File: config.mk
export PLATFORM = sky130hd
export DESIGN_NAME = cpu_run_ctrl
export DESIGN_NICKNAME = d
export VERILOG_FILES = /design/src/rtl/cpu_run_ctrl.sv
export SDC_FILE = /design/constraint.sdc
export NUM_CORES = 1
export LEC_CHECK = 0
export BUFFER_PORTS_ARGS = -buffer_cell sky130_fd_sc_hd__buf_2
export CAP_MARGIN = 5
export CELL_PAD_IN_SITES_DETAIL_PLACEMENT = 0
export CELL_PAD_IN_SITES_GLOBAL_PLACEMENT = 2
export CORE_ASPECT_RATIO = 0.9
export CORE_MARGIN = 2
export CORE_UTILIZATION = 30
export DETAILED_ROUTE_END_ITERATION = 7
export PLACE_DENSITY_LB_ADDON = 0.1
export SYNTH_ARGS = -nofsm -noshare
export SYNTH_HDL_FRONTEND = slang
export SYNTH_SLANG_ARGS = --single-unit
export TNS_END_PERCENT = 5
File: constraint.sdc
create_clock -name clk -period 6.2 [get_ports clk]
set_input_delay 0 -clock clk [delete_from_list [all_inputs] [get_ports clk]]
set_output_delay 0 -clock clk [all_outputs]
set_load 0.1 [all_outputs]
File: src/rtl/cpu_run_ctrl.sv
// Run/step/halt sequencer for the single-cycle core.
// Ports: clk, rst (async, active-low); start/step/clear commands;
//   halt_req, instr_halt, bp_en/bp_addr, max_instr stop sources;
//   pc from core; core_rst/core_en to core; busy/done/halt_cause/
//   instr_count status.
module cpu_run_ctrl #(
  parameter int PC_W       = 16,
  parameter int CNT_W      = 16,
  parameter int RST_CYCLES = 2
) (
  input  logic             clk,
  input  logic             rst,
  input  logic             start,
  input  logic             step,
  input  logic             halt_req,
  input  logic             clear,
  input  logic             bp_en,
  input  logic [PC_W-1:0]  bp_addr,
  input  logic [CNT_W-1:0] max_instr,
  input  logic [PC_W-1:0]  pc,
  input  logic             instr_halt,
  output logic             core_rst,
  output logic             core_en,
  output logic             busy,
  output logic             done,
  output logic [2:0]       halt_cause,
  output logic [CNT_W-1:0] instr_count
);

  typedef enum logic [2:0] {
    S_RESET,
    S_IDLE,
    S_RUN,
    S_STEP,
    S_HALTED
  } state_t;

  localparam logic [2:0] C_NONE = 3'd0;
  localparam logic [2:0] C_REQ  = 3'd1;
  localparam logic [2:0] C_INSTR = 3'd2;
  localparam logic [2:0] C_BP   = 3'd3;
  localparam logic [2:0] C_LIM  = 3'd4;
  localparam logic [2:0] C_STEP = 3'd5;

  localparam int RC_W =
    (RST_CYCLES > 1) ? $clog2(RST_CYCLES) : 1;
  localparam logic [RC_W-1:0] RC_LAST =
    RC_W'(RST_CYCLES - 1);

  state_t           state;
  logic [RC_W-1:0]  rcnt;
  logic             bp_skip;
  logic             core_rst_q;
  logic             bp_hit;
  logic             stop;
  logic             step_stop;
  logic             lim_hit;
  logic [CNT_W:0]   cnt_nxt;
  logic [CNT_W-1:0] cnt_inc;

  // bp_skip masks the breakpoint we just halted on so a resume
  // can retire the instruction sitting at bp_addr.
  assign bp_hit    = bp_en && (pc == bp_addr) && !bp_skip;
  assign stop      = halt_req | instr_halt | bp_hit;
  assign step_stop = halt_req | instr_halt;

  // One extra bit so a saturated counter never matches the limit.
  assign cnt_nxt = {1'b0, instr_count} + (CNT_W+1)'(1);
  assign cnt_inc = cnt_nxt[CNT_W] ? instr_count
                                  : cnt_nxt[CNT_W-1:0];
  assign lim_hit = (max_instr != '0) &&
                   (cnt_nxt == {1'b0, max_instr});

  always_comb begin
    core_en = 1'b0;
    unique case (state)
      S_RUN:   core_en = !stop;
      S_STEP:  core_en = !step_stop;
      default: core_en = 1'b0;
    endcase
  end

  assign core_rst = core_rst_q;
  assign busy     = (state == S_RESET) ||
                    (state == S_RUN) ||
                    (state == S_STEP);
  assign done     = (state == S_HALTED);

  always_ff @(posedge clk or negedge rst) begin
    if (!rst) begin
      state       <= S_RESET;
      rcnt        <= '0;
      instr_count <= '0;
      halt_cause  <= C_NONE;
      bp_skip     <= 1'b0;
      core_rst_q  <= 1'b1;
    end else begin
      if (core_en) begin
        instr_count <= cnt_inc;
        bp_skip     <= 1'b0;
      end
      unique case (state)
        S_RESET: begin
          if (rcnt == RC_LAST) begin
            state      <= S_IDLE;
            core_rst_q <= 1'b0;
          end else begin
            rcnt <= rcnt + RC_W'(1);
          end
        end
        S_IDLE, S_HALTED: begin
          if (clear) begin
            state       <= S_RESET;
            rcnt        <= '0;
            core_rst_q  <= 1'b1;
            instr_count <= '0;
            halt_cause  <= C_NONE;
            bp_skip     <= 1'b0;
          end else if (start || step) begin
            state <= start ? S_RUN : S_STEP;
            if (state == S_HALTED && halt_cause == C_BP)
              bp_skip <= 1'b1;
          end
        end
        S_RUN: begin
          if (stop) begin
            state      <= S_HALTED;
            halt_cause <= halt_req   ? C_REQ :
                          instr_halt ? C_INSTR : C_BP;
          end else if (lim_hit) begin
            state      <= S_HALTED;
            halt_cause <= C_LIM;
          end
        end
        S_STEP: begin
          state      <= S_HALTED;
          halt_cause <= halt_req   ? C_REQ :
                        instr_halt ? C_INSTR : C_STEP;
        end
        default: state <= S_RESET;
      endcase
    end
  end

endmodule

==> reports/metrics.cfg <==
[outcome]
outcome = finished clean

[cells_and_area]
fin_nets = 390
register_area_sq_um = 626.9
finalCoreUtilization_pct = 38.02
layout_cell_share_with_drive_strength_beyond_1_pct = 27.41
area_growth_from_synthesis_to_layout_pct = 23.87
stdcell_area_sq_um = 2649
fillers = 751
layout.cells.non_filler = 425
multi_input_area_sq_um = 1429
antenna_cells = 0

[cts]
ctsRootBufferMaster = clkbuf_8
htree_num_levels = 1
cts_resizes = 0
numClockSinks = 25
tritoncts_clock_tree = built
max_root_sink_buffers = 2
clkSlewWorstSetupHoldPaths_ps = 100
clkLatencyLatePin_ps = 280
cts_buffers = 3

[grt]
grt_max_degree = 26
initial_antenna_violation_count = 0
first_global_vias = 1917
overflow = 0
wire_length_of_the_first_global_routing_pass_mm = 10.26
track_usage_pct = 16.58

[synth]
synth_cells = 261
netlist.area_leader.share_pct = 28.09
synthDistinctLibCells = 50
synth.avg_cell_area_sq_um = 8.193
synth_compound_area_share_pct = 12.52
yosys_register_bits = 25
asyncSetResetFlopFracSynth_pct = 100.0
synth_xor_area_share_pct = 17.61
seq_area_frac_synth_pct = 29.32
synth_edf_count = 0
synth_flop_cell = dfrtp_1
mappedNetlistNets = 318
muxShareOfSynthArea_pct = 2.926
yosys.area_share.simple_pct = 33.18
synth_top_cell_by_area = dfrtp_1
post_synth_fa_ha_maj_area_fraction_pct = 0.5851
syn-cell-area_sq_um = 2138
ys_warn_count = 0
ys_top_cells_by_area = dfrtp_1 28%, xnor2_1 9.0%, xor2_1 8.6%
combinational_family_with_the_most_area_after_synthesis = simple AND/OR/NAND/NOR gates

[floorplan]
initial_utilization_pct = 30.69
rows = 29
chipHeight_microns = 84.10
i_o_pin_total = 79
core_sq_um = 6967
die_x_microns = 92.99
die_area_sq_um = 7820

[sta]
fin_crit_ps = 2715
unrepaired_setup_endpoints_after_global_routing = false
timing_worst_slew_pin_value_ps = 813.9
clock-skew-final_ps = 3.051
number_of_hold_violations_in_the_final_report = 0
slew_limit_headroom_pct = 45.54
max_freq_mhz = 368.4
tns_ps = 0
finalCritPeriodShare_pct = 43.78
finalSetupViolations = 0
slew_violations = 0

[placed_design]
dp.final_hpwl_mm = 5.007
dp_cells = 420
dpl-instance-area_sq_um = 2592
port-buffer-count = 78
gp_congestion = 0.8002

[routing]
wl_per_cell_microns = 15.31
post-route-drc-count = 0
firstDrtPassIters = 4
postRouteAntennaNets = 0
detail_route.wirelength_mm = 6.506
vias_per_cell = 5.068
detailedRoute.firstIterationViolations = 85
vias = 2154

[worst_hold_path]
min_path_type = in -> reg
timing.hold.worst_path_depth = 3

[worst_setup_path]
reg2reg_from = instr_count[0]
critical_path.startpoint = instr_count[0]
timing.critical_path.fanout_max = 8
worst-setup-path-type = reg -> reg
setup.worst_path.end = halt_cause[0]
start_kind = register
setup.worst_path.end_class = register
required_ps = 6360
regToRegEndpoint = halt_cause[0]
critical_path_arrival_ps = 2880
worstRegToRegCells = 8
reg2reg_setup_slack_ps = 3490

[power]
power.static_leakage_nw = 1.232
power.density_cell_area_nw_per_um2 = 283.2
ir_drop_uv = 258.9
finalPower_mw = 0.7502

[flow_run]
drv_cap = 0

area by class of cell:
cell class	count	share of cell area, %
clock inverter	1	0.1889
multi-input combinational	217	53.94
inverter	6	0.8503
clock buffer	3	1.559
tap	93	4.393
timing repair buffer	80	15.40
sequential	25	23.67
how the worst min path moves through the flow:
stage | from | to
global route | start | state[0]
global placement | rst | rcnt
detailed placement | rst | rcnt
finish | start | state[0]
floorplan | rst | bp_skip
CTS | start | state[0]
per-layer routing:
metal  track usage [%]  share of wire [%]
met4             3.209               0.74
met5                 0                  0
met1             25.67                 52
met3             3.252                5.6
met2             23.72                 41
sequential cells by signal, summed over array words and instances, names as in the netlist:
name,flops
bp_skip,1
rcnt,1
halt_cause,3
state,3
instr_count,16
core_rst,1
synthesized netlist by cell type, types with 4 or more instances:
cell and instances:
mux2i_1 4, nor3_1 18, a21oi_1 11, inv_1 6, nor2_1 30, xnor2_1 22, nand3_1 13, o21ai_0 5
dfrtp_1 24, clkbuf_1 6, nand2b_1 5, nand4_1 9, and3_1 4, nor4_1 9, nand2_1 16, buf_2 6
or3_1 5, xor2_1 21
logic make-up (layout without fill, tap and decap cells):
logic type	after synthesis	in the layout
muxes	6	6
adders and majority gates	1	1
AOI/OAI and AO/OA	39	39
DFF	25	25
xor gates and xnor gates	43	43
buffers and inverters	19	90
and+or+nand+nor	128	128
repair_timing:
action,CTS,global route
hold buffers,1,0
setup buffers,0,0
endpoints found under the hold margin,24,0
stage by stage:
step / setup slack (ps) / hold slack, ps
floorplan: 2152 / -295.6
global placement: 3597 / 54.32
detailed placement: 3561 / 50.32
CTS: 3525 / 64.14
global route: 3245 / 68.03
finish: 3485 / 71.66
layout by cell type (no fill, tap or decap), types with 3 or more instances in the layout:
master and instances:
nor3b_1 3, inv_1 6, and3_1 4, mux2i_1 4, a21oi_1 11, nand3_1 13
nand4_1 9, nand2b_1 5, xnor2_1 22, nor4_1 9, nand4_2 3, o21ai_0 5
nor3_1 18, buf_2 78, clkbuf_8 3, dfrtp_1 24, nor4b_1 3, nor2_1 30
or3_1 5, xor2_1 21, nand2_1 16
critical path: stages (launching register included):
cell and delay [ps]:
dfrtp_1 520, ha_1 280, and3_1 280, nand4_2 210
mux2_1 260, mux2i_1 80, nor4b_2 540, nor4b_1 320
nor3_1 100
report_power, final:
| part | total [mW] | internal [mW] | switching [mW] |
|---|---|---|---|
| Combinational | 0.411 | 0.109 | 0.303 |
| Clock | 0.104 | 0.0452 | 0.0590 |
| Sequential | 0.234 | 0.192 | 0.0425 |
| Total | 0.750 | 0.346 | 0.404 |
Power figures use the tool's default switching activity.
